**src/rtl/uart_pkg.sv**
```systemverilog
// uart_pkg: baud_sel encoding, divisor lookup, FSM state types
// and frame constants shared by uart_core and uart_baud_gen.
package uart_pkg;

  localparam logic [1:0] BAUD_2400  = 2'b00;
  localparam logic [1:0] BAUD_4800  = 2'b01;
  localparam logic [1:0] BAUD_9600  = 2'b10;
  localparam logic [1:0] BAUD_19200 = 2'b11;

  localparam int unsigned DATA_BITS  = 8;
  localparam int unsigned FRAME_BITS = 11;
  localparam int unsigned DIV_W      = 16;

  typedef enum logic [2:0] {
    TX_IDLE,
    TX_START,
    TX_DATA,
    TX_PARITY,
    TX_STOP
  } tx_state_e;

  typedef enum logic [2:0] {
    RX_IDLE,
    RX_START,
    RX_DATA,
    RX_PARITY,
    RX_STOP
  } rx_state_e;

  function automatic int unsigned baud_rate(
    input logic [1:0] sel
  );
    case (sel)
      BAUD_2400:  return 2400;
      BAUD_4800:  return 4800;
      BAUD_9600:  return 9600;
      BAUD_19200: return 19200;
      default:    return 19200;
    endcase
  endfunction

  // Clocks per serial bit (truncating).
  function automatic int unsigned tx_div(
    input int unsigned clk_freq,
    input logic [1:0]  sel
  );
    return clk_freq / baud_rate(sel);
  endfunction

  // Clocks per receiver oversample tick (truncating).
  function automatic int unsigned rx_div(
    input int unsigned clk_freq,
    input int unsigned ovs,
    input logic [1:0]  sel
  );
    return clk_freq / (baud_rate(sel) * ovs);
  endfunction

endpackage

```
**src/rtl/uart_baud_gen.sv**
```systemverilog
// uart_baud_gen: rx oversample tick and per-bit tx divisor.
// Ports: clk_1, reset, baud_sel_i -> rx_tick_o, baud_chg_o, txdiv_o.
module uart_baud_gen
  import uart_pkg::*;
#(
  parameter int unsigned CLK_FREQ   = 50_000_000,
  parameter int unsigned OVERSAMPLE = 16
) (
  input  logic             clk_1,
  input  logic             reset,
  input  logic [1:0]       baud_sel_i,
  output logic             rx_tick_o,
  output logic             baud_chg_o,
  output logic [DIV_W-1:0] txdiv_o
);

  localparam logic [DIV_W-1:0] TXD0 =
    DIV_W'(tx_div(CLK_FREQ, BAUD_2400));
  localparam logic [DIV_W-1:0] TXD1 =
    DIV_W'(tx_div(CLK_FREQ, BAUD_4800));
  localparam logic [DIV_W-1:0] TXD2 =
    DIV_W'(tx_div(CLK_FREQ, BAUD_9600));
  localparam logic [DIV_W-1:0] TXD3 =
    DIV_W'(tx_div(CLK_FREQ, BAUD_19200));
  localparam logic [DIV_W-1:0] RXD0 =
    DIV_W'(rx_div(CLK_FREQ, OVERSAMPLE, BAUD_2400));
  localparam logic [DIV_W-1:0] RXD1 =
    DIV_W'(rx_div(CLK_FREQ, OVERSAMPLE, BAUD_4800));
  localparam logic [DIV_W-1:0] RXD2 =
    DIV_W'(rx_div(CLK_FREQ, OVERSAMPLE, BAUD_9600));
  localparam logic [DIV_W-1:0] RXD3 =
    DIV_W'(rx_div(CLK_FREQ, OVERSAMPLE, BAUD_19200));

  logic [1:0]       sel_q;
  logic [DIV_W-1:0] rxdiv;
  logic [DIV_W-1:0] rx_cnt_q, rx_cnt_d;
  logic             rx_wrap;

  always_comb begin
    txdiv_o = TXD3;
    rxdiv   = RXD3;
    case (baud_sel_i)
      BAUD_2400:  begin txdiv_o = TXD0; rxdiv = RXD0; end
      BAUD_4800:  begin txdiv_o = TXD1; rxdiv = RXD1; end
      BAUD_9600:  begin txdiv_o = TXD2; rxdiv = RXD2; end
      default:    begin txdiv_o = TXD3; rxdiv = RXD3; end
    endcase
  end

  assign baud_chg_o = (baud_sel_i != sel_q);
  assign rx_wrap    = (rx_cnt_q == rxdiv - DIV_W'(1));
  assign rx_tick_o  = rx_wrap & ~baud_chg_o;

  always_comb begin
    rx_cnt_d = rx_cnt_q + DIV_W'(1);
    if (baud_chg_o || rx_wrap) rx_cnt_d = '0;
  end

  always_ff @(posedge clk_1) begin
    if (reset) begin
      sel_q    <= baud_sel_i;
      rx_cnt_q <= '0;
    end else begin
      sel_q    <= baud_sel_i;
      rx_cnt_q <= rx_cnt_d;
    end
  end

endmodule

```
**src/rtl/uart_core.sv**
```systemverilog
// uart_core: 8E1 UART with tx/rx FSMs and runtime baud select.
// Ports: host byte side (data_in, tx_start, out_rx, flags), serial pins.
module uart_core
  import uart_pkg::*;
#(
  parameter int unsigned CLK_FREQ   = 50_000_000,
  parameter int unsigned OVERSAMPLE = 16
) (
  input  logic       clk_1,
  input  logic       reset,
  input  logic [1:0] baud_sel,
  input  logic [7:0] data_in,
  input  logic       tx_start,
  output logic       tx_busy,
  output logic       tx_line,
  input  logic       rx_line,
  output logic [7:0] out_rx,
  output logic       rx_valid,
  output logic       error,
  output logic       frame_err
);

  localparam int unsigned TW = $clog2(OVERSAMPLE);
  localparam logic [TW-1:0] T_MID  = TW'(OVERSAMPLE / 2 - 1);
  localparam logic [TW-1:0] T_LAST = TW'(OVERSAMPLE - 1);

  logic             rx_tick, baud_chg;
  logic [DIV_W-1:0] txdiv;

  uart_baud_gen #(
    .CLK_FREQ   (CLK_FREQ),
    .OVERSAMPLE (OVERSAMPLE)
  ) u_baud (
    .clk_1      (clk_1),
    .reset      (reset),
    .baud_sel_i (baud_sel),
    .rx_tick_o  (rx_tick),
    .baud_chg_o (baud_chg),
    .txdiv_o    (txdiv)
  );

  tx_state_e        tx_st_q, tx_st_d;
  logic [DIV_W-1:0] tx_cnt_q, tx_cnt_d;
  logic [7:0]       tx_sh_q, tx_sh_d;
  logic [2:0]       tx_idx_q, tx_idx_d;
  logic             tx_par_q, tx_par_d;
  logic             tx_line_q, tx_line_d;
  logic             tx_busy_q, tx_busy_d;
  logic             tx_end;

  assign tx_end = (tx_cnt_q == txdiv - DIV_W'(1));

  always_comb begin
    tx_st_d   = tx_st_q;
    tx_cnt_d  = tx_cnt_q;
    tx_sh_d   = tx_sh_q;
    tx_idx_d  = tx_idx_q;
    tx_par_d  = tx_par_q;
    tx_line_d = tx_line_q;
    tx_busy_d = tx_busy_q;
    if (tx_st_q != TX_IDLE)
      tx_cnt_d = tx_end ? '0 : tx_cnt_q + DIV_W'(1);
    unique case (tx_st_q)
      TX_IDLE: if (tx_start) begin
        tx_st_d   = TX_START;
        tx_cnt_d  = '0;
        tx_sh_d   = data_in;
        tx_par_d  = ^data_in;
        tx_idx_d  = '0;
        tx_line_d = 1'b0;
        tx_busy_d = 1'b1;
      end
      TX_START: if (tx_end) begin
        tx_st_d   = TX_DATA;
        tx_line_d = tx_sh_q[0];
      end
      TX_DATA: if (tx_end) begin
        if (tx_idx_q == 3'd7) begin
          tx_st_d   = TX_PARITY;
          tx_line_d = tx_par_q;
        end else begin
          tx_sh_d   = tx_sh_q >> 1;
          tx_line_d = tx_sh_q[1];
          tx_idx_d  = tx_idx_q + 3'd1;
        end
      end
      TX_PARITY: if (tx_end) begin
        tx_st_d   = TX_STOP;
        tx_line_d = 1'b1;
      end
      TX_STOP: if (tx_end) begin
        tx_st_d   = TX_IDLE;
        tx_busy_d = 1'b0;
      end
      default: tx_st_d = TX_IDLE;
    endcase
    if (baud_chg) tx_cnt_d = '0;
  end

  logic [1:0]    rx_sync_q;
  logic          rx_s;
  rx_state_e     rx_st_q, rx_st_d;
  logic [TW-1:0] rx_tc_q, rx_tc_d;
  logic [7:0]    rx_sh_q, rx_sh_d;
  logic [2:0]    rx_idx_q, rx_idx_d;
  logic          rx_par_q, rx_par_d;
  logic          rx_wait_q, rx_wait_d;
  logic [7:0]    out_q, out_d;
  logic          err_q, err_d;
  logic          ferr_q, ferr_d;
  logic          vld_q, vld_d;

  assign rx_s = rx_sync_q[1];

  always_comb begin
    rx_st_d   = rx_st_q;
    rx_tc_d   = rx_tc_q;
    rx_sh_d   = rx_sh_q;
    rx_idx_d  = rx_idx_q;
    rx_par_d  = rx_par_q;
    rx_wait_d = rx_wait_q;
    out_d     = out_q;
    err_d     = err_q;
    ferr_d    = ferr_q;
    vld_d     = 1'b0;
    if (rx_tick) begin
      unique case (rx_st_q)
        // after a framing error, re-arm only once the line is high
        RX_IDLE: begin
          if (rx_wait_q) begin
            if (rx_s) rx_wait_d = 1'b0;
          end else if (!rx_s) begin
            rx_st_d = RX_START;
            rx_tc_d = '0;
          end
        end
        RX_START: begin
          if (rx_tc_q == T_MID) begin
            rx_tc_d  = '0;
            rx_idx_d = '0;
            rx_st_d  = rx_s ? RX_IDLE : RX_DATA;
          end else begin
            rx_tc_d = rx_tc_q + TW'(1);
          end
        end
        RX_DATA: begin
          rx_tc_d = rx_tc_q + TW'(1);
          if (rx_tc_q == T_LAST) begin
            rx_tc_d  = '0;
            rx_sh_d  = {rx_s, rx_sh_q[7:1]};
            rx_idx_d = rx_idx_q + 3'd1;
            if (rx_idx_q == 3'd7) rx_st_d = RX_PARITY;
          end
        end
        RX_PARITY: begin
          rx_tc_d = rx_tc_q + TW'(1);
          if (rx_tc_q == T_LAST) begin
            rx_tc_d  = '0;
            rx_par_d = rx_s;
            rx_st_d  = RX_STOP;
          end
        end
        RX_STOP: begin
          rx_tc_d = rx_tc_q + TW'(1);
          if (rx_tc_q == T_LAST) begin
            rx_tc_d   = '0;
            out_d     = rx_sh_q;
            err_d     = (^rx_sh_q) ^ rx_par_q;
            ferr_d    = ~rx_s;
            vld_d     = 1'b1;
            rx_wait_d = ~rx_s;
            rx_st_d   = RX_IDLE;
          end
        end
        default: rx_st_d = RX_IDLE;
      endcase
    end
  end

  always_ff @(posedge clk_1) begin
    if (reset) begin
      tx_st_q   <= TX_IDLE;
      tx_cnt_q  <= '0;
      tx_sh_q   <= '0;
      tx_idx_q  <= '0;
      tx_par_q  <= 1'b0;
      tx_line_q <= 1'b1;
      tx_busy_q <= 1'b0;
      rx_sync_q <= 2'b11;
      rx_st_q   <= RX_IDLE;
      rx_tc_q   <= '0;
      rx_sh_q   <= '0;
      rx_idx_q  <= '0;
      rx_par_q  <= 1'b0;
      rx_wait_q <= 1'b0;
      out_q     <= '0;
      err_q     <= 1'b0;
      ferr_q    <= 1'b0;
      vld_q     <= 1'b0;
    end else begin
      tx_st_q   <= tx_st_d;
      tx_cnt_q  <= tx_cnt_d;
      tx_sh_q   <= tx_sh_d;
      tx_idx_q  <= tx_idx_d;
      tx_par_q  <= tx_par_d;
      tx_line_q <= tx_line_d;
      tx_busy_q <= tx_busy_d;
      rx_sync_q <= {rx_sync_q[0], rx_line};
      rx_st_q   <= rx_st_d;
      rx_tc_q   <= rx_tc_d;
      rx_sh_q   <= rx_sh_d;
      rx_idx_q  <= rx_idx_d;
      rx_par_q  <= rx_par_d;
      rx_wait_q <= rx_wait_d;
      out_q     <= out_d;
      err_q     <= err_d;
      ferr_q    <= ferr_d;
      vld_q     <= vld_d;
    end
  end

  assign tx_line   = tx_line_q;
  assign tx_busy   = tx_busy_q;
  assign out_rx    = out_q;
  assign error     = err_q;
  assign frame_err = ferr_q;
  assign rx_valid  = vld_q;

endmodule

```
**config.mk**
```make
export PLATFORM = sky130hd
export DESIGN_NAME = uart_core
export DESIGN_NICKNAME = d
export VERILOG_FILES = /design/src/rtl/uart_pkg.sv /design/src/rtl/uart_baud_gen.sv /design/src/rtl/uart_core.sv
export SDC_FILE = /design/constraint.sdc
export NUM_CORES = 1
export LEC_CHECK = 0
export ABC_AREA = 1
export BUFFER_PORTS_ARGS = -buffer_cell sky130_fd_sc_hd__buf_2
export CORE_MARGIN = 2
export CORE_UTILIZATION = 60
export CTS_CLUSTER_SIZE = 10
export DETAILED_ROUTE_END_ITERATION = 10
export GPL_TIMING_DRIVEN = 0
export HOLD_SLACK_MARGIN = 0.1
export PLACE_DENSITY = 0.86
export SYNTH_ARGS = -nofsm -noshare
export SYNTH_HDL_FRONTEND = slang
export SYNTH_SLANG_ARGS = --single-unit
```
**constraint.sdc**
```tcl
create_clock -name clk_1 -period 2.9 [get_ports clk_1]
set_input_delay 0.29 -clock clk_1 [delete_from_list [all_inputs] [get_ports clk_1]]
set_output_delay 0.29 -clock clk_1 [all_outputs]
set_load 0.05 [all_outputs]
```
==> results of run 1 <==
registers in the layout, summed over array words and instances, names as in the netlist, 2 cells and up:
| register | flops |
|---|---|
| rx_st_q | 3 |
| tx_st_q | 3 |
| rx_idx_q | 3 |
| tx_idx_q | 3 |
| rx_sync_q | 2 |
| rx_tc_q | 4 |
| tx_sh_q | 8 |
| u_baud.sel_q | 2 |
| rx_sh_q | 8 |
| tx_cnt_q | 16 |
| u_baud.rx_cnt_q | 16 |
| out_rx | 8 |
layout make-up:
cell class	instances	area share
Timing Repair Buffer	26	0.02520
Tap cell	102	0.02380
Sequential cell	84	0.3136
Clock inverter	6	0.01330
Buffer	12	0.01657
Multi-Input combinational cell	528	0.4951
Inverter	124	0.08679
Clock buffer	10	0.02566
layout by cell type (no fill, tap or decap), types with 2 or more instances in the layout:
| cell type | synthesis | layout |
|---|---|---|
| sky130_fd_sc_hd__nor3b_1 | 5 | 5 |
| sky130_fd_sc_hd__or2_2 | 2 | 2 |
| sky130_fd_sc_hd__xor2_1 | 19 | 19 |
| sky130_fd_sc_hd__o21ai_0 | 38 | 38 |
| sky130_fd_sc_hd__nand4_1 | 6 | 6 |
| sky130_fd_sc_hd__and2_1 | 2 | 2 |
| sky130_fd_sc_hd__nor4_1 | 3 | 3 |
| sky130_fd_sc_hd__clkinvlp_4 | 0 | 2 |
| sky130_fd_sc_hd__nor3_1 | 16 | 16 |
| sky130_fd_sc_hd__clkbuf_8 | 1 | 11 |
| sky130_fd_sc_hd__a21boi_0 | 2 | 2 |
| sky130_fd_sc_hd__nand2_1 | 189 | 189 |
| sky130_fd_sc_hd__nor2_1 | 120 | 120 |
| sky130_fd_sc_hd__buf_6 | 4 | 4 |
| sky130_fd_sc_hd__xnor2_1 | 13 | 13 |
| sky130_fd_sc_hd__inv_6 | 0 | 2 |
| sky130_fd_sc_hd__inv_2 | 2 | 2 |
| sky130_fd_sc_hd__nand3_1 | 27 | 27 |
| sky130_fd_sc_hd__nand2_4 | 2 | 2 |
| sky130_fd_sc_hd__or2_1 | 2 | 2 |
| sky130_fd_sc_hd__nor2_2 | 4 | 4 |
| sky130_fd_sc_hd__clkbuf_1 | 4 | 4 |
| sky130_fd_sc_hd__a21oi_1 | 37 | 37 |
| sky130_fd_sc_hd__ha_1 | 15 | 15 |
| sky130_fd_sc_hd__dfxtp_1 | 84 | 84 |
| sky130_fd_sc_hd__a21oi_4 | 2 | 2 |
| sky130_fd_sc_hd__o21ai_1 | 2 | 2 |
| sky130_fd_sc_hd__nand3b_1 | 2 | 2 |
| sky130_fd_sc_hd__inv_1 | 121 | 121 |
| sky130_fd_sc_hd__nand2_2 | 6 | 6 |
| sky130_fd_sc_hd__buf_2 | 3 | 28 |
| sky130_fd_sc_hd__o21bai_1 | 3 | 3 |
layer usage:
metal,up-vias,routed length [µm]
met1,2149,4815
met3,28,445
met2,105,5370
met4,0,272
li1,2387,-
met5,-,0
report_power, final:
part           switching [mW]  internal, mW  leakage [nW]
sequential             0.0619          1.26         0.682
combinational           0.719         0.346          1.70
clock                   0.455         0.429        0.0995
logic make-up after synthesis:
kind of cell	share of synthesized area
simple gates	0.3459
flops	0.3438
buf+inv	0.1133
fa+ha+maj	0.03837
xor+xnor	0.05730
compound gates	0.1013
worst paths after layout:
path	endpoint	depth (start not counted)
max	tx_cnt_q[15]	13
min reg2reg	rx_sync_q[1]	1
min	u_baud.sel_q[1]	1
max reg2reg	tx_cnt_q[15]	10
Yosys cell counts, drive strengths merged:
cell type    n
a211o        1
a211oi       1
a21boi       2
a21oi       39
a31oi        1
and2         2
buf          7
clkbuf       5
clkinv       1
dfxtp       84
ha          15
inv        123
nand2      197
nand3       28
nand3b       2
nand4        8
nor2       126
nor3        17
nor3b        5
nor4         3
o21ai       41
o21bai       3
o221ai       1
or2          4
xnor2       13
xor2        19
through the flow:
step                      total power, mW  utilization  instances  hold WS, ns  cell area, µm²
after floorplan                     2.168            -        748       0.3177            4891
after global placement              2.334       0.6588        875       0.3935            5144
after detailed placement            2.393       0.6588        875       0.3986            5144
after CTS                           3.282       0.6869        892       0.1319            5363
after global routing                3.505       0.6869        892       0.1283            5363
final                               3.274       0.6869        892       0.1483            5363
==> report_table.html, run 1 <==
<table>
<tr><th>Metric</th><th>Value</th></tr>
<tr><th colspan="2">Status</th></tr>
<tr><td>Outcome</td><td>finished, final reports clean</td></tr>
<tr><th colspan="2">Global route</th></tr>
<tr><td>Global-route track usage on met1</td><td>0.3222</td></tr>
<tr><td>Total overflow reported by the global router</td><td>0</td></tr>
<tr><td>Number of antenna violations at the first check in global routing</td><td>0</td></tr>
<tr><td>Met3 track demand over resource in global routing</td><td>0.05217</td></tr>
<tr><td>Largest net degree at the start of global routing</td><td>16</td></tr>
<tr><td>Wire length of the first global-routing pass</td><td>roughly 19 mm</td></tr>
<tr><td>Vias in the first global route</td><td>4500</td></tr>
<tr><td>Layer with the highest usage</td><td>met2</td></tr>
<tr><td>GRT Total Usage</td><td>0.2680</td></tr>
<tr><td>Met2 track utilization from global routing</td><td>0.4714</td></tr>
<tr><th colspan="2">Clock network</th></tr>
<tr><td>Number of CTS-inserted buffers</td><td>9</td></tr>
<tr><td>Buffers from clock root to sink, at most</td><td>2</td></tr>
<tr><td>Post-CTS Repair Setup Buffers</td><td>0</td></tr>
<tr><td>H-Tree Level Count</td><td>3</td></tr>
<tr><td>Clock latency reported for the late side of the worst-skew pair</td><td>between 0.3 and 0.4 ns</td></tr>
<tr><td>TritonCTS clock tree</td><td>done</td></tr>
<tr><td>Clock transition at the registers of the reported paths</td><td>approximately 0.08 ns</td></tr>
<tr><td>Quantity of hold-fixing buffers added after cts</td><td>1</td></tr>
<tr><td>Clock Sink Count</td><td>84</td></tr>
<tr><td>Resized cells post-CTS</td><td>0</td></tr>
<tr><td>Clock tree root buffer cell</td><td>sky130_fd_sc_hd__clkbuf_8</td></tr>
<tr><th colspan="2">Logic synthesis</th></tr>
<tr><td>Post-Syn Area</td><td>~0.0049 mm²</td></tr>
<tr><td>Cell types with the largest area share after synthesis</td><td>sky130_fd_sc_hd__dfxtp_1 (34%), sky130_fd_sc_hd__nand2_1 (15%), sky130_fd_sc_hd__inv_1 (9.3%)</td></tr>
<tr><td>Number of synthesis warnings</td><td>0</td></tr>
<tr><td>Post-synth top area share</td><td>0.3438</td></tr>
<tr><td>Mapped Avg Cell Area</td><td>around 6.5 µm²</td></tr>
<tr><td>Number of distinct standard cells referenced by the synthesized netlist</td><td>42</td></tr>
<tr><td>Cell count after synthesis</td><td>748</td></tr>
<tr><td>Syn Nets</td><td>777</td></tr>
<tr><td>Largest area contributor in the netlist</td><td>sky130_fd_sc_hd__dfxtp_1</td></tr>
<tr><td>Number of synthesized register bits</td><td>84</td></tr>
<tr><td>Share of the yosys chip area belonging to registers</td><td>0.3438</td></tr>
<tr><th colspan="2">Power</th></tr>
<tr><td>Power density relative to cell area</td><td>610.5 mW/mm²</td></tr>
<tr><td>Static leakage</td><td>around 2.5 nW</td></tr>
<tr><td>Peak supply drop</td><td>roughly 0.00046 V</td></tr>
<tr><th colspan="2">Routing</th></tr>
<tr><td>Total detailed-routing wirelength</td><td>roughly 11 mm</td></tr>
<tr><td>Vias per cell</td><td>about 5.2</td></tr>
<tr><td>Antenna-violating nets left</td><td>0</td></tr>
<tr><td>Average wire length per cell after detail routing</td><td>12.22 µm</td></tr>
<tr><td>Number of detailed-route iterations in the first pass</td><td>4</td></tr>
<tr><td>Number of DRC markers in iteration 0</td><td>175</td></tr>
<tr><td>Count of vias placed by the detailed router</td><td>4669</td></tr>
<tr><td>Number of design rule violations left after detail routing</td><td>0</td></tr>
<tr><th colspan="2">Layout</th></tr>
<tr><td>Number of nets in the layout</td><td>814</td></tr>
<tr><td>Area taken by flip-flops and latches</td><td>about 0.0017 mm²</td></tr>
<tr><td>Combined area of the multi-input logic cells</td><td>0.002655 mm²</td></tr>
<tr><td>Number of antenna cells inserted</td><td>0</td></tr>
<tr><td>Area added between synthesis and finish</td><td>9.644%</td></tr>
<tr><td>Final-layout fill cell count</td><td>just under 700</td></tr>
<tr><td>Fraction of layout instances using a drive strength above 1</td><td>0.09367</td></tr>
<tr><th colspan="2">Worst setup path</th></tr>
<tr><td>Required time of the worst setup path</td><td>3.15 ns</td></tr>
<tr><td>Max stage delay cell, worst path</td><td>sky130_fd_sc_hd__ha_1</td></tr>
<tr><td>Buffer and inverter count on the worst path</td><td>4</td></tr>
<tr><td>Cells along the critical path</td><td>buf_2 &gt; inv_2 &gt; ha_1 &gt; inv_1 &gt; nand2_1 &gt; nand2_1 &gt; nor2_1 &gt; nand2_1 &gt; nor3b_1 &gt; nand3_1 &gt; o21ai_2 &gt; buf_2 &gt; nor2_1</td></tr>
<tr><td>Crit end category</td><td>flip-flop</td></tr>
<tr><td>Critical path fanouts, max</td><td>10</td></tr>
<tr><td>Timing startpoint of the critical path</td><td>baud_sel[0]</td></tr>
<tr><td>Worst reg2reg path startpoint</td><td>tx_cnt_q[2]</td></tr>
<tr><td>CP startpoint kind</td><td>input port</td></tr>
<tr><td>Max stage delay on crit path</td><td>between 0.3 and 0.4 ns</td></tr>
<tr><td>Signal arrival time at the worst endpoint</td><td>2.50 ns</td></tr>
<tr><td>Largest delay share family, worst path</td><td>simple AND/OR/NAND/NOR gates</td></tr>
<tr><td>Most frequent cell on the critical path</td><td>sky130_fd_sc_hd__nand2_1</td></tr>
<tr><td>Worst setup path class</td><td>input port to flip-flop</td></tr>
<tr><td>Register-to-register path setup slack</td><td>between 0.9 and 1 ns</td></tr>
<tr><th colspan="2">Floorplan</th></tr>
<tr><td>Standard-cell rows</td><td>32</td></tr>
<tr><td>I/O pins</td><td>27</td></tr>
<tr><td>Vert. Die Dim</td><td>94.29 µm</td></tr>
<tr><td>Width of the die</td><td>94.29 µm</td></tr>
<tr><td>Floorplan die area</td><td>slightly below 0.009 mm²</td></tr>
<tr><td>Total core area</td><td>approximately 0.0078 mm²</td></tr>
<tr><td>Starting Density</td><td>0.6264</td></tr>
<tr><th colspan="2">STA</th></tr>
<tr><td>Total negative setup slack</td><td>0 ns</td></tr>
<tr><td>Clock period minus final worst setup slack</td><td>about 2.2 ns</td></tr>
<tr><td>Final count of hold timing violations</td><td>0</td></tr>
<tr><td>Worst setup skew after layout</td><td>between 0.01 and 0.015 ns</td></tr>
<tr><td>Period Utilization, post-route</td><td>0.7751</td></tr>
<tr><td>Worst Slack Setup Final</td><td>approximately 0.65 ns</td></tr>
<tr><td>Tightest Pin Transition</td><td>around 0.53 ns</td></tr>
<tr><td>RSZ-0062 raised after global routing</td><td>no</td></tr>
<tr><td>Max Freq</td><td>between 0.4 and 0.5 GHz</td></tr>
<tr><td>Setup violation total in the final timing report</td><td>0</td></tr>
<tr><td>Final count of pins violating max slew</td><td>0</td></tr>
<tr><td>Remaining max-slew budget at the tightest pin</td><td>0.6446</td></tr>
<tr><th colspan="2">Placement</th></tr>
<tr><td>Weighted congestion at the end of routability-driven global placement</td><td>between 0.9 and 1</td></tr>
<tr><td>Detailed-placement wirelength estimate</td><td>slightly above 8 mm</td></tr>
<tr><td>Buffers added on ports</td><td>25</td></tr>
<tr><td>Post-Place Worst Slack</td><td>about 0.28 ns</td></tr>
<tr><th colspan="2">Min path</th></tr>
<tr><td>Origin of the worst min-delay path</td><td>baud_sel[1]</td></tr>
<tr><td>Class of the most critical hold timing path</td><td>input port to flip-flop</td></tr>
<tr><th colspan="2">Flow run</th></tr>
<tr><td>Number of max-capacitance violations reported</td><td>0</td></tr>
</table>
Power figures use the tool's default switching activity.
==> inputs of run 2 (changes only) <==
- CORE_UTILIZATION: 60 -> 55
- PLACE_DENSITY: 0.86 -> 0.83
- clock period: 2.9 -> 1.95 ns (I/O delays scaled with it)
==> report_table.html, run 2 (synthesized netlist as in run 1, its figures left out) <==
<table>
<tr><th>Metric</th><th>Value</th></tr>
<tr><th colspan="2">Status</th></tr>
<tr><td>Outcome</td><td>finished, final reports clean</td></tr>
<tr><th colspan="2">Global route</th></tr>
<tr><td>Vias in the first global route</td><td>roughly 4300</td></tr>
<tr><td>Wire length of the first global-routing pass</td><td>18.71 mm</td></tr>
<tr><td>GRT Total Usage</td><td>0.2322</td></tr>
<tr><td>Total overflow reported by the global router</td><td>0</td></tr>
<tr><td>Number of antenna violations at the first check in global routing</td><td>0</td></tr>
<tr><td>Largest net degree at the start of global routing</td><td>14</td></tr>
<tr><th colspan="2">Worst setup path</th></tr>
<tr><td>Cells along the critical path</td><td>inv_1 &gt; nand2_1 &gt; nand2_1 &gt; nor2_1 &gt; nand2_1 &gt; nor2_1 &gt; nand2_2 &gt; a21oi_4 &gt; nand2_4 &gt; buf_6 &gt; nor2_1 &gt; nor2_1</td></tr>
<tr><td>Buffer and inverter count on the worst path</td><td>2</td></tr>
<tr><td>Crit end category</td><td>flip-flop</td></tr>
<tr><td>Signal arrival time at the worst endpoint</td><td>approximately 2.1 ns</td></tr>
<tr><td>Required time of the worst setup path</td><td>2.19 ns</td></tr>
<tr><td>CP startpoint kind</td><td>flip-flop</td></tr>
<tr><td>Largest delay share family, worst path</td><td>simple AND/OR/NAND/NOR gates</td></tr>
<tr><td>Most frequent cell on the critical path</td><td>sky130_fd_sc_hd__nor2_1</td></tr>
<tr><td>Critical path fanouts, max</td><td>10</td></tr>
<tr><td>Worst setup path class</td><td>flip-flop to flip-flop</td></tr>
<tr><td>Max stage delay on crit path</td><td>approximately 0.40 ns</td></tr>
<tr><td>Register-to-register path setup slack</td><td>slightly above 0.08 ns</td></tr>
<tr><td>Max stage delay cell, worst path</td><td>sky130_fd_sc_hd__dfxtp_2</td></tr>
<tr><th colspan="2">STA</th></tr>
<tr><td>Worst setup skew after layout</td><td>0.01098 ns</td></tr>
<tr><td>Period Utilization, post-route</td><td>0.9587</td></tr>
<tr><td>Total negative setup slack</td><td>0 ns</td></tr>
<tr><td>Min Hold Slack</td><td>around 0.17 ns</td></tr>
<tr><td>Final count of hold timing violations</td><td>0</td></tr>
<tr><td>Setup violation total in the final timing report</td><td>0</td></tr>
<tr><td>RSZ-0062 raised after global routing</td><td>yes</td></tr>
<tr><td>Final count of pins violating max slew</td><td>0</td></tr>
<tr><td>Max Freq</td><td>0.5349 GHz</td></tr>
<tr><td>Tightest Pin Transition</td><td>about 0.46 ns</td></tr>
<tr><td>Clock period minus final worst setup slack</td><td>1.869 ns</td></tr>
<tr><td>Remaining max-slew budget at the tightest pin</td><td>0.6964</td></tr>
<tr><th colspan="2">Routing</th></tr>
<tr><td>Total detailed-routing wirelength</td><td>between 10 and 15 mm</td></tr>
<tr><td>Highest metal used</td><td>met4</td></tr>
<tr><td>Vias per cell</td><td>5.132</td></tr>
<tr><td>Met3 wire len</td><td>460 µm</td></tr>
<tr><td>Antenna-violating nets left</td><td>0</td></tr>
<tr><td>Wire length the detailed router placed on met1</td><td>approximately 5 mm</td></tr>
<tr><td>Average wire length per cell after detail routing</td><td>approximately 13 µm</td></tr>
<tr><td>Number of DRC markers in iteration 0</td><td>between 150 and 200</td></tr>
<tr><td>Count of vias placed by the detailed router</td><td>approximately 4700</td></tr>
<tr><td>Detail Route met2 WL</td><td>5.883 mm</td></tr>
<tr><td>Number of detailed-route iterations in the first pass</td><td>4</td></tr>
<tr><td>Number of design rule violations left after detail routing</td><td>0</td></tr>
<tr><th colspan="2">Clock network</th></tr>
<tr><td>Clock Sink Count</td><td>84</td></tr>
<tr><td>Clock latency reported for the late side of the worst-skew pair</td><td>~0.36 ns</td></tr>
<tr><td>Clock transition at the registers of the reported paths</td><td>approximately 0.090 ns</td></tr>
<tr><td>H-Tree Level Count</td><td>3</td></tr>
<tr><td>Buffers from clock root to sink, at most</td><td>2</td></tr>
<tr><td>TritonCTS clock tree</td><td>done</td></tr>
<tr><td>Number of CTS-inserted buffers</td><td>9</td></tr>
<tr><td>Clock tree root buffer cell</td><td>sky130_fd_sc_hd__clkbuf_8</td></tr>
<tr><th colspan="2">Layout</th></tr>
<tr><td>Most common cell after layout, fill and taps aside</td><td>sky130_fd_sc_hd__nand2_1</td></tr>
<tr><td>Top library cells by usage in the layout, fill and taps aside</td><td>sky130_fd_sc_hd__nand2_1 (187), sky130_fd_sc_hd__inv_1 (120), sky130_fd_sc_hd__nor2_1 (115), sky130_fd_sc_hd__dfxtp_1 (75), sky130_fd_sc_hd__o21ai_0 (38)</td></tr>
<tr><td>Final-layout fill cell count</td><td>754</td></tr>
<tr><td>Number of nets in the layout</td><td>between 800 and 900</td></tr>
<tr><td>Fraction of layout instances using a drive strength above 1</td><td>0.1364</td></tr>
<tr><td>Number of antenna cells inserted</td><td>0</td></tr>
<tr><td>Regs by FF count</td><td>tx_cnt_q: 16 flops, u_baud.rx_cnt_q: 16 flops</td></tr>
<tr><td>Area added between synthesis and finish</td><td>14.94%</td></tr>
<tr><th colspan="2">Floorplan</th></tr>
<tr><td>Total core area</td><td>0.008678 mm²</td></tr>
<tr><td>Floorplan die area</td><td>roughly 0.0097 mm²</td></tr>
<tr><td>Standard-cell rows</td><td>34</td></tr>
<tr><td>Width of the die</td><td>between 90 and 100 µm</td></tr>
<tr><td>I/O pins</td><td>27</td></tr>
<tr><td>Starting Density</td><td>0.5636</td></tr>
<tr><td>Vert. Die Dim</td><td>a little under 100 µm</td></tr>
<tr><th colspan="2">Power</th></tr>
<tr><td>Peak supply drop</td><td>0.0006959 V</td></tr>
<tr><td>Power density relative to cell area</td><td>just over 900 mW/mm²</td></tr>
<tr><td>Static leakage</td><td>between 2 and 3 nW</td></tr>
<tr><th colspan="2">Placement</th></tr>
<tr><td>Weighted congestion at the end of routability-driven global placement</td><td>about 0.95</td></tr>
<tr><td>Detailed-placement wirelength estimate</td><td>~8.4 mm</td></tr>
<tr><td>Buffers added on ports</td><td>25</td></tr>
<tr><th colspan="2">Min path</th></tr>
<tr><td>Class of the most critical hold timing path</td><td>input port to flip-flop</td></tr>
<tr><th colspan="2">Flow run</th></tr>
<tr><td>Number of max-capacitance violations reported</td><td>0</td></tr>
</table>
==> run 2: cell count changes in the layout (fill, tap and decap cells not counted), sizes merged <==
cell | before | now
buf | 32 | 38
bufinv | 1 | 3
clkbuf | 15 | 18
clkinv | 2 | 0
dlygate4sd3 | 1 | 3
inv | 125 | 123
==> run 2: path summary, 6_finish.rpt <==
check / from / endpoint / depth (start not counted)
max: tx_cnt_q[5] / tx_sh_q[0] / 12
min: tx_start / tx_cnt_q[1] / 4
max reg2reg: tx_cnt_q[5] / tx_sh_q[0] / 12
min reg2reg: rx_sync_q[0] / rx_sync_q[1] / 1
==> run 2: tightest hold or removal path: stages <==
cell	delay, ns
sky130_fd_sc_hd__buf_2	0.09
sky130_fd_sc_hd__nor2_1	0.08
sky130_fd_sc_hd__nand2_1	0.07
sky130_fd_sc_hd__a21oi_1	0.06
==> run 2: area by class of cell <==
| cell class | instances | area [µm²] | area share |
|---|---|---|---|
| plain buffers | 12 | 91.34 | 0.01625 |
| well taps | 108 | 135.1 | 0.02404 |
| clock inverters | 4 | 97.59 | 0.01736 |
| multi-input cells | 528 | 2768 | 0.4923 |
| flip-flops and latches | 84 | 1693 | 0.3011 |
| clock buffers | 11 | 141.4 | 0.02515 |
| inverters | 124 | 471.7 | 0.08391 |
| repair buffers | 36 | 224.0 | 0.03984 |
==> run 2: report_power, final <==
| group | internal [mW] | switching, mW | total (mW) |
|---|---|---|---|
| Clock | 0.880 | 0.632 | 1.51 |
| Combinational | 0.614 | 1.14 | 1.75 |
| Sequential | 1.88 | 0.0869 | 1.96 |
==> run 2: what timing repair did <==
action / in CTS / in global routing
gates resized for setup: 3 / 38
buffers inserted: 0 / 8
pin swaps: 0 / 5
hold buffers: 3 / 0
endpoints found under the setup margin: 41 / 55
hold endpoints to repair: 3 / 0
==> run 2: metrics by stage <==
stage / instance area [µm²] / utilization / power, mW / cells / setup slack (ns)
2_1_floorplan: 4891 / - / 3.225 / 748 / 0.2163
3_3_place_gp: 5151 / 0.5936 / 3.465 / 881 / -0.4621
3_5_place_dp: 5151 / 0.5936 / 3.557 / 881 / -0.4802
4_1_cts: 5430 / 0.6257 / 5.053 / 899 / 0.01768
5_1_grt: 5622 / 0.6478 / 5.541 / 907 / -0.1071
6_report: 5622 / 0.6478 / 5.229 / 907 / 0.08058
==> run 2: routing by layer <==
metal  up-vias  GRT usage
met3        23    0.03937
met2        99     0.4181
met4         0    0.07376
met1      2133     0.2811
met5         -          0
li1       2400          -
==> inputs of run 3 (changes only) <==
- CORE_UTILIZATION: 55 -> 56
- CTS_CLUSTER_DIAMETER: not set -> 100
- PLACE_DENSITY: 0.83 -> 0.84
- SYNTH_HIERARCHICAL: not set -> 1
==> report_table.html, run 3 <==
<table>
<tr><th>Metric</th><th>Value</th></tr>
<tr><th colspan="2">Status</th></tr>
<tr><td>Outcome</td><td>complete, but fails checks</td></tr>
<tr><td>Violations in the final reports</td><td>negative setup slack</td></tr>
<tr><th colspan="2">Worst setup path</th></tr>
<tr><td>Critical path fanouts, max</td><td>10</td></tr>
<tr><td>CP startpoint kind</td><td>input port</td></tr>
<tr><td>Required time of the worst setup path</td><td>2.25 ns</td></tr>
<tr><td>Reg2Reg Depth</td><td>12</td></tr>
<tr><td>Worst setup path class</td><td>input port to flip-flop</td></tr>
<tr><td>Signal arrival time at the worst endpoint</td><td>around 2.6 ns</td></tr>
<tr><td>Crit end category</td><td>flip-flop</td></tr>
<tr><th colspan="2">Logic synthesis</th></tr>
<tr><td>Adder and majority cell fraction of the synthesized area</td><td>0.03168</td></tr>
<tr><td>Main combinational cell family by area after synthesis</td><td>simple AND/OR/NAND/NOR gates</td></tr>
<tr><td>Number of enable-type register cells in the synthesized netlist</td><td>0</td></tr>
<tr><td>Mapped Avg Cell Area</td><td>between 6 and 7 µm²</td></tr>
<tr><td>Post-synth top area share</td><td>0.3275</td></tr>
<tr><td>Synth Flop Type</td><td>sky130_fd_sc_hd__dfxtp_1</td></tr>
<tr><td>Largest area contributor in the netlist</td><td>sky130_fd_sc_hd__dfxtp_1</td></tr>
<tr><td>Number of distinct standard cells referenced by the synthesized netlist</td><td>43</td></tr>
<tr><td>Cell types with the largest area share after synthesis</td><td>sky130_fd_sc_hd__dfxtp_1 (33%), sky130_fd_sc_hd__nand2_1 (13%), sky130_fd_sc_hd__nor2_1 (9.4%)</td></tr>
<tr><td>Most repeated cell in the gate-level netlist after synthesis</td><td>sky130_fd_sc_hd__nand2_1</td></tr>
<tr><td>Simple-gate share of the synthesized area</td><td>0.3640</td></tr>
<tr><td>Area share of xor/xnor cells in the synthesized design</td><td>0.07334</td></tr>
<tr><td>Multiplexer share of the synthesized area</td><td>0</td></tr>
<tr><td>Most common library cells after synthesis</td><td>sky130_fd_sc_hd__nand2_1 (180), sky130_fd_sc_hd__nor2_1 (128), sky130_fd_sc_hd__inv_1 (111)</td></tr>
<tr><td>Fraction of the mapped netlist area in compound gates</td><td>0.09137</td></tr>
<tr><td>Async set-or-reset flop fraction in the synthesized netlist</td><td>0</td></tr>
<tr><td>Share of the yosys chip area belonging to registers</td><td>0.3275</td></tr>
<tr><td>Post-Syn Area</td><td>about 0.005 mm²</td></tr>
<tr><td>Cell count after synthesis</td><td>around 800</td></tr>
<tr><td>Number of synthesis warnings</td><td>6</td></tr>
<tr><td>Number of synthesized register bits</td><td>84</td></tr>
<tr><th colspan="2">Global route</th></tr>
<tr><td>Wire length of the first global-routing pass</td><td>between 20 and 25 mm</td></tr>
<tr><td>Global-route track usage on met1</td><td>0.2979</td></tr>
<tr><td>Layer with the highest usage</td><td>met2</td></tr>
<tr><td>Met2 track utilization from global routing</td><td>0.4563</td></tr>
<tr><td>Total overflow reported by the global router</td><td>0</td></tr>
<tr><td>Vias in the first global route</td><td>between 4000 and 5000</td></tr>
<tr><td>Met3 track demand over resource in global routing</td><td>0.03654</td></tr>
<tr><td>GRT Total Usage</td><td>0.2538</td></tr>
<tr><td>Number of antenna violations at the first check in global routing</td><td>0</td></tr>
<tr><td>Largest net degree at the start of global routing</td><td>19</td></tr>
<tr><th colspan="2">Min path</th></tr>
<tr><td>Worst Hold Depth</td><td>3</td></tr>
<tr><td>Class of the most critical hold timing path</td><td>input port to flip-flop</td></tr>
<tr><th colspan="2">Clock network</th></tr>
<tr><td>Clock Sink Count</td><td>84</td></tr>
<tr><td>Buffers from clock root to sink, at most</td><td>2</td></tr>
<tr><td>Number of CTS-inserted buffers</td><td>9</td></tr>
<tr><td>H-Tree Level Count</td><td>3</td></tr>
<tr><td>TritonCTS clock tree</td><td>done</td></tr>
<tr><td>Clock latency reported for the late side of the worst-skew pair</td><td>0.37 ns</td></tr>
<tr><td>Clock transition at the registers of the reported paths</td><td>~0.090 ns</td></tr>
<tr><td>Clock tree root buffer cell</td><td>sky130_fd_sc_hd__clkbuf_8</td></tr>
<tr><th colspan="2">Routing</th></tr>
<tr><td>Vias per cell</td><td>between 5 and 6</td></tr>
<tr><td>Number of detailed-route iterations in the first pass</td><td>5</td></tr>
<tr><td>Total detailed-routing wirelength</td><td>13.72 mm</td></tr>
<tr><td>Number of design rule violations left after detail routing</td><td>0</td></tr>
<tr><td>Antenna-violating nets left</td><td>0</td></tr>
<tr><td>Number of DRC markers in iteration 0</td><td>~280</td></tr>
<tr><td>Average wire length per cell after detail routing</td><td>roughly 14 µm</td></tr>
<tr><td>Count of vias placed by the detailed router</td><td>5256</td></tr>
<tr><th colspan="2">STA</th></tr>
<tr><td>RSZ-0062 raised after global routing</td><td>yes</td></tr>
<tr><td>Period Utilization, post-route</td><td>1.169</td></tr>
<tr><td>Final count of pins violating max slew</td><td>0</td></tr>
<tr><td>Max Freq</td><td>~0.44 GHz</td></tr>
<tr><td>Remaining max-slew budget at the tightest pin</td><td>0.5279</td></tr>
<tr><td>Clock period minus final worst setup slack</td><td>about 2.3 ns</td></tr>
<tr><td>Total negative setup slack</td><td>-7.136 ns</td></tr>
<tr><td>Tightest Pin Transition</td><td>between 0.7 and 0.8 ns</td></tr>
<tr><td>Setup violation total in the final timing report</td><td>between 40 and 50</td></tr>
<tr><td>Worst setup skew after layout</td><td>0.01135 ns</td></tr>
<tr><td>Final count of hold timing violations</td><td>0</td></tr>
<tr><td>Worst Slack Setup Final</td><td>-0.3287 ns</td></tr>
<tr><th colspan="2">Floorplan</th></tr>
<tr><td>Vert. Die Dim</td><td>99.76 µm</td></tr>
<tr><td>Standard-cell rows</td><td>34</td></tr>
<tr><td>Total core area</td><td>0.008806 mm²</td></tr>
<tr><td>I/O pins</td><td>27</td></tr>
<tr><td>Floorplan die area</td><td>between 0.009 and 0.01 mm²</td></tr>
<tr><td>Width of the die</td><td>between 90 and 100 µm</td></tr>
<tr><td>Starting Density</td><td>0.5831</td></tr>
<tr><th colspan="2">Power</th></tr>
<tr><td>Static leakage</td><td>2.902 nW</td></tr>
<tr><td>Peak supply drop</td><td>about 0.00063 V</td></tr>
<tr><td>Power density relative to cell area</td><td>roughly 730 mW/mm²</td></tr>
<tr><th colspan="2">Layout</th></tr>
<tr><td>Most common cell after layout, fill and taps aside</td><td>sky130_fd_sc_hd__nand2_1</td></tr>
<tr><td>Regs by FF count</td><td>tx_cnt_q: 16 flops, u_baud/rx_cnt_q: 16 flops</td></tr>
<tr><td>Fraction of layout instances using a drive strength above 1</td><td>0.2992</td></tr>
<tr><td>Cell area after layout</td><td>0.006535 mm²</td></tr>
<tr><td>Number of antenna cells inserted</td><td>0</td></tr>
<tr><td>Top library cells by usage in the layout, fill and taps aside</td><td>sky130_fd_sc_hd__nand2_1 (157), sky130_fd_sc_hd__inv_1 (101), sky130_fd_sc_hd__nor2_1 (96), sky130_fd_sc_hd__dfxtp_1 (72), sky130_fd_sc_hd__nor2_2 (37)</td></tr>
<tr><td>Area added between synthesis and finish</td><td>27.27%</td></tr>
<tr><td>Number of nets in the layout</td><td>approximately 880</td></tr>
<tr><th colspan="2">Flow run</th></tr>
<tr><td>Number of max-capacitance violations reported</td><td>0</td></tr>
<tr><th colspan="2">Placement</th></tr>
<tr><td>Detailed-placement wirelength estimate</td><td>~8.4 mm</td></tr>
<tr><td>Cell Area, Placed</td><td>between 0.005 and 0.006 mm²</td></tr>
<tr><td>Buffers added on ports</td><td>26</td></tr>
<tr><td>Weighted congestion at the end of routability-driven global placement</td><td>between 0.9 and 1</td></tr>
</table>
run 3: per-layer routing:
layer  wire length (µm)  part of all wire
met3                622             0.045
met2               7065              0.51
met1               5656              0.41
met5                  0                 0
met4                376             0.027
run 3: logic make-up (layout without fill, tap and decap cells):
group           Yosys count  after routing
simple gates            421            421
buf+inv                 132            211
compound gates           85             85
flops                    84             84
xor+xnor                 43             43
fa+ha+maj                13             13
other cells               1              2
run 3: stage by stage:
stage | instances | power (mW) | hold WS [ns] | utilization | setup WS (ns)
3_5_place_dp | 914 | 3.359 | 0.3845 | 0.6275 | -0.8944
3_3_place_gp | 914 | 3.296 | 0.3775 | 0.6275 | -0.8486
2_1_floorplan | 780 | 3.087 | 0.2227 | - | -0.2529
6_report | 967 | 4.792 | 0.1433 | 0.7421 | -0.3287
5_1_grt | 967 | 5.106 | 0.1500 | 0.7421 | -0.4857
4_1_cts | 951 | 4.679 | 0.1300 | 0.6870 | -0.2501
run 3: path summary, 6_finish.rpt:
check | start | end | slack, ns
worst max register to register | tx_st_q[1] | tx_cnt_q[15] | -0.07
worst min-delay path | data_in[7] | tx_sh_q[7] | 0.14
worst min register to register | rx_sync_q[0] | rx_sync_q[1] | 0.43
worst max-delay path | baud_sel[0] | tx_idx_q[0] | -0.33
run 3: what timing repair did:
action / CTS / global route
gates resized for setup: 41 / 126
endpoints found under the setup margin: 56 / 62
setup buffers: 19 / 15
endpoints found under the hold margin: 2 / 0
hold buffers: 2 / 0
cloned: 0 / 1
pin swaps: 21 / 40
run 3: report_power, final:
group / internal, mW / switching, mW
Clock: 0.505 / 0.744
Sequential: 1.88 / 0.0853
Combinational: 0.587 / 0.991
run 3: layout make-up:
cell class                 count  area (µm²)
multi-input combinational    564        3417
fill                         606        2271
sequential                    84        1704
timing repair buffer          63       475.5
inverter                     113       436.7
buffer                        19       168.9
tap                          108       135.1
clock buffer                   9       123.9
clock inverter                 7       73.82
run 3: worst max-delay path, cell delays in order:
cell and delay (ns):
sky130_fd_sc_hd__buf_12 0.09, sky130_fd_sc_hd__clkinvlp_4 0.16, sky130_fd_sc_hd__ha_4 0.20, sky130_fd_sc_hd__or2_4 0.26, sky130_fd_sc_hd__nor2_4 0.15, sky130_fd_sc_hd__nand2_4 0.08, sky130_fd_sc_hd__nor2_4 0.16, sky130_fd_sc_hd__nand2_1 0.10
sky130_fd_sc_hd__nand3_2 0.10, sky130_fd_sc_hd__nand2_2 0.05, sky130_fd_sc_hd__nor2_1 0.08, sky130_fd_sc_hd__nand2_1 0.07, sky130_fd_sc_hd__nor2_2 0.15, sky130_fd_sc_hd__nand2_2 0.11, sky130_fd_sc_hd__nand2_4 0.10, sky130_fd_sc_hd__nand3b_4 0.11
sky130_fd_sc_hd__buf_6 0.17, sky130_fd_sc_hd__nand2_1 0.06, sky130_fd_sc_hd__nand2_1 0.05, sky130_fd_sc_hd__nor2_1 0.12
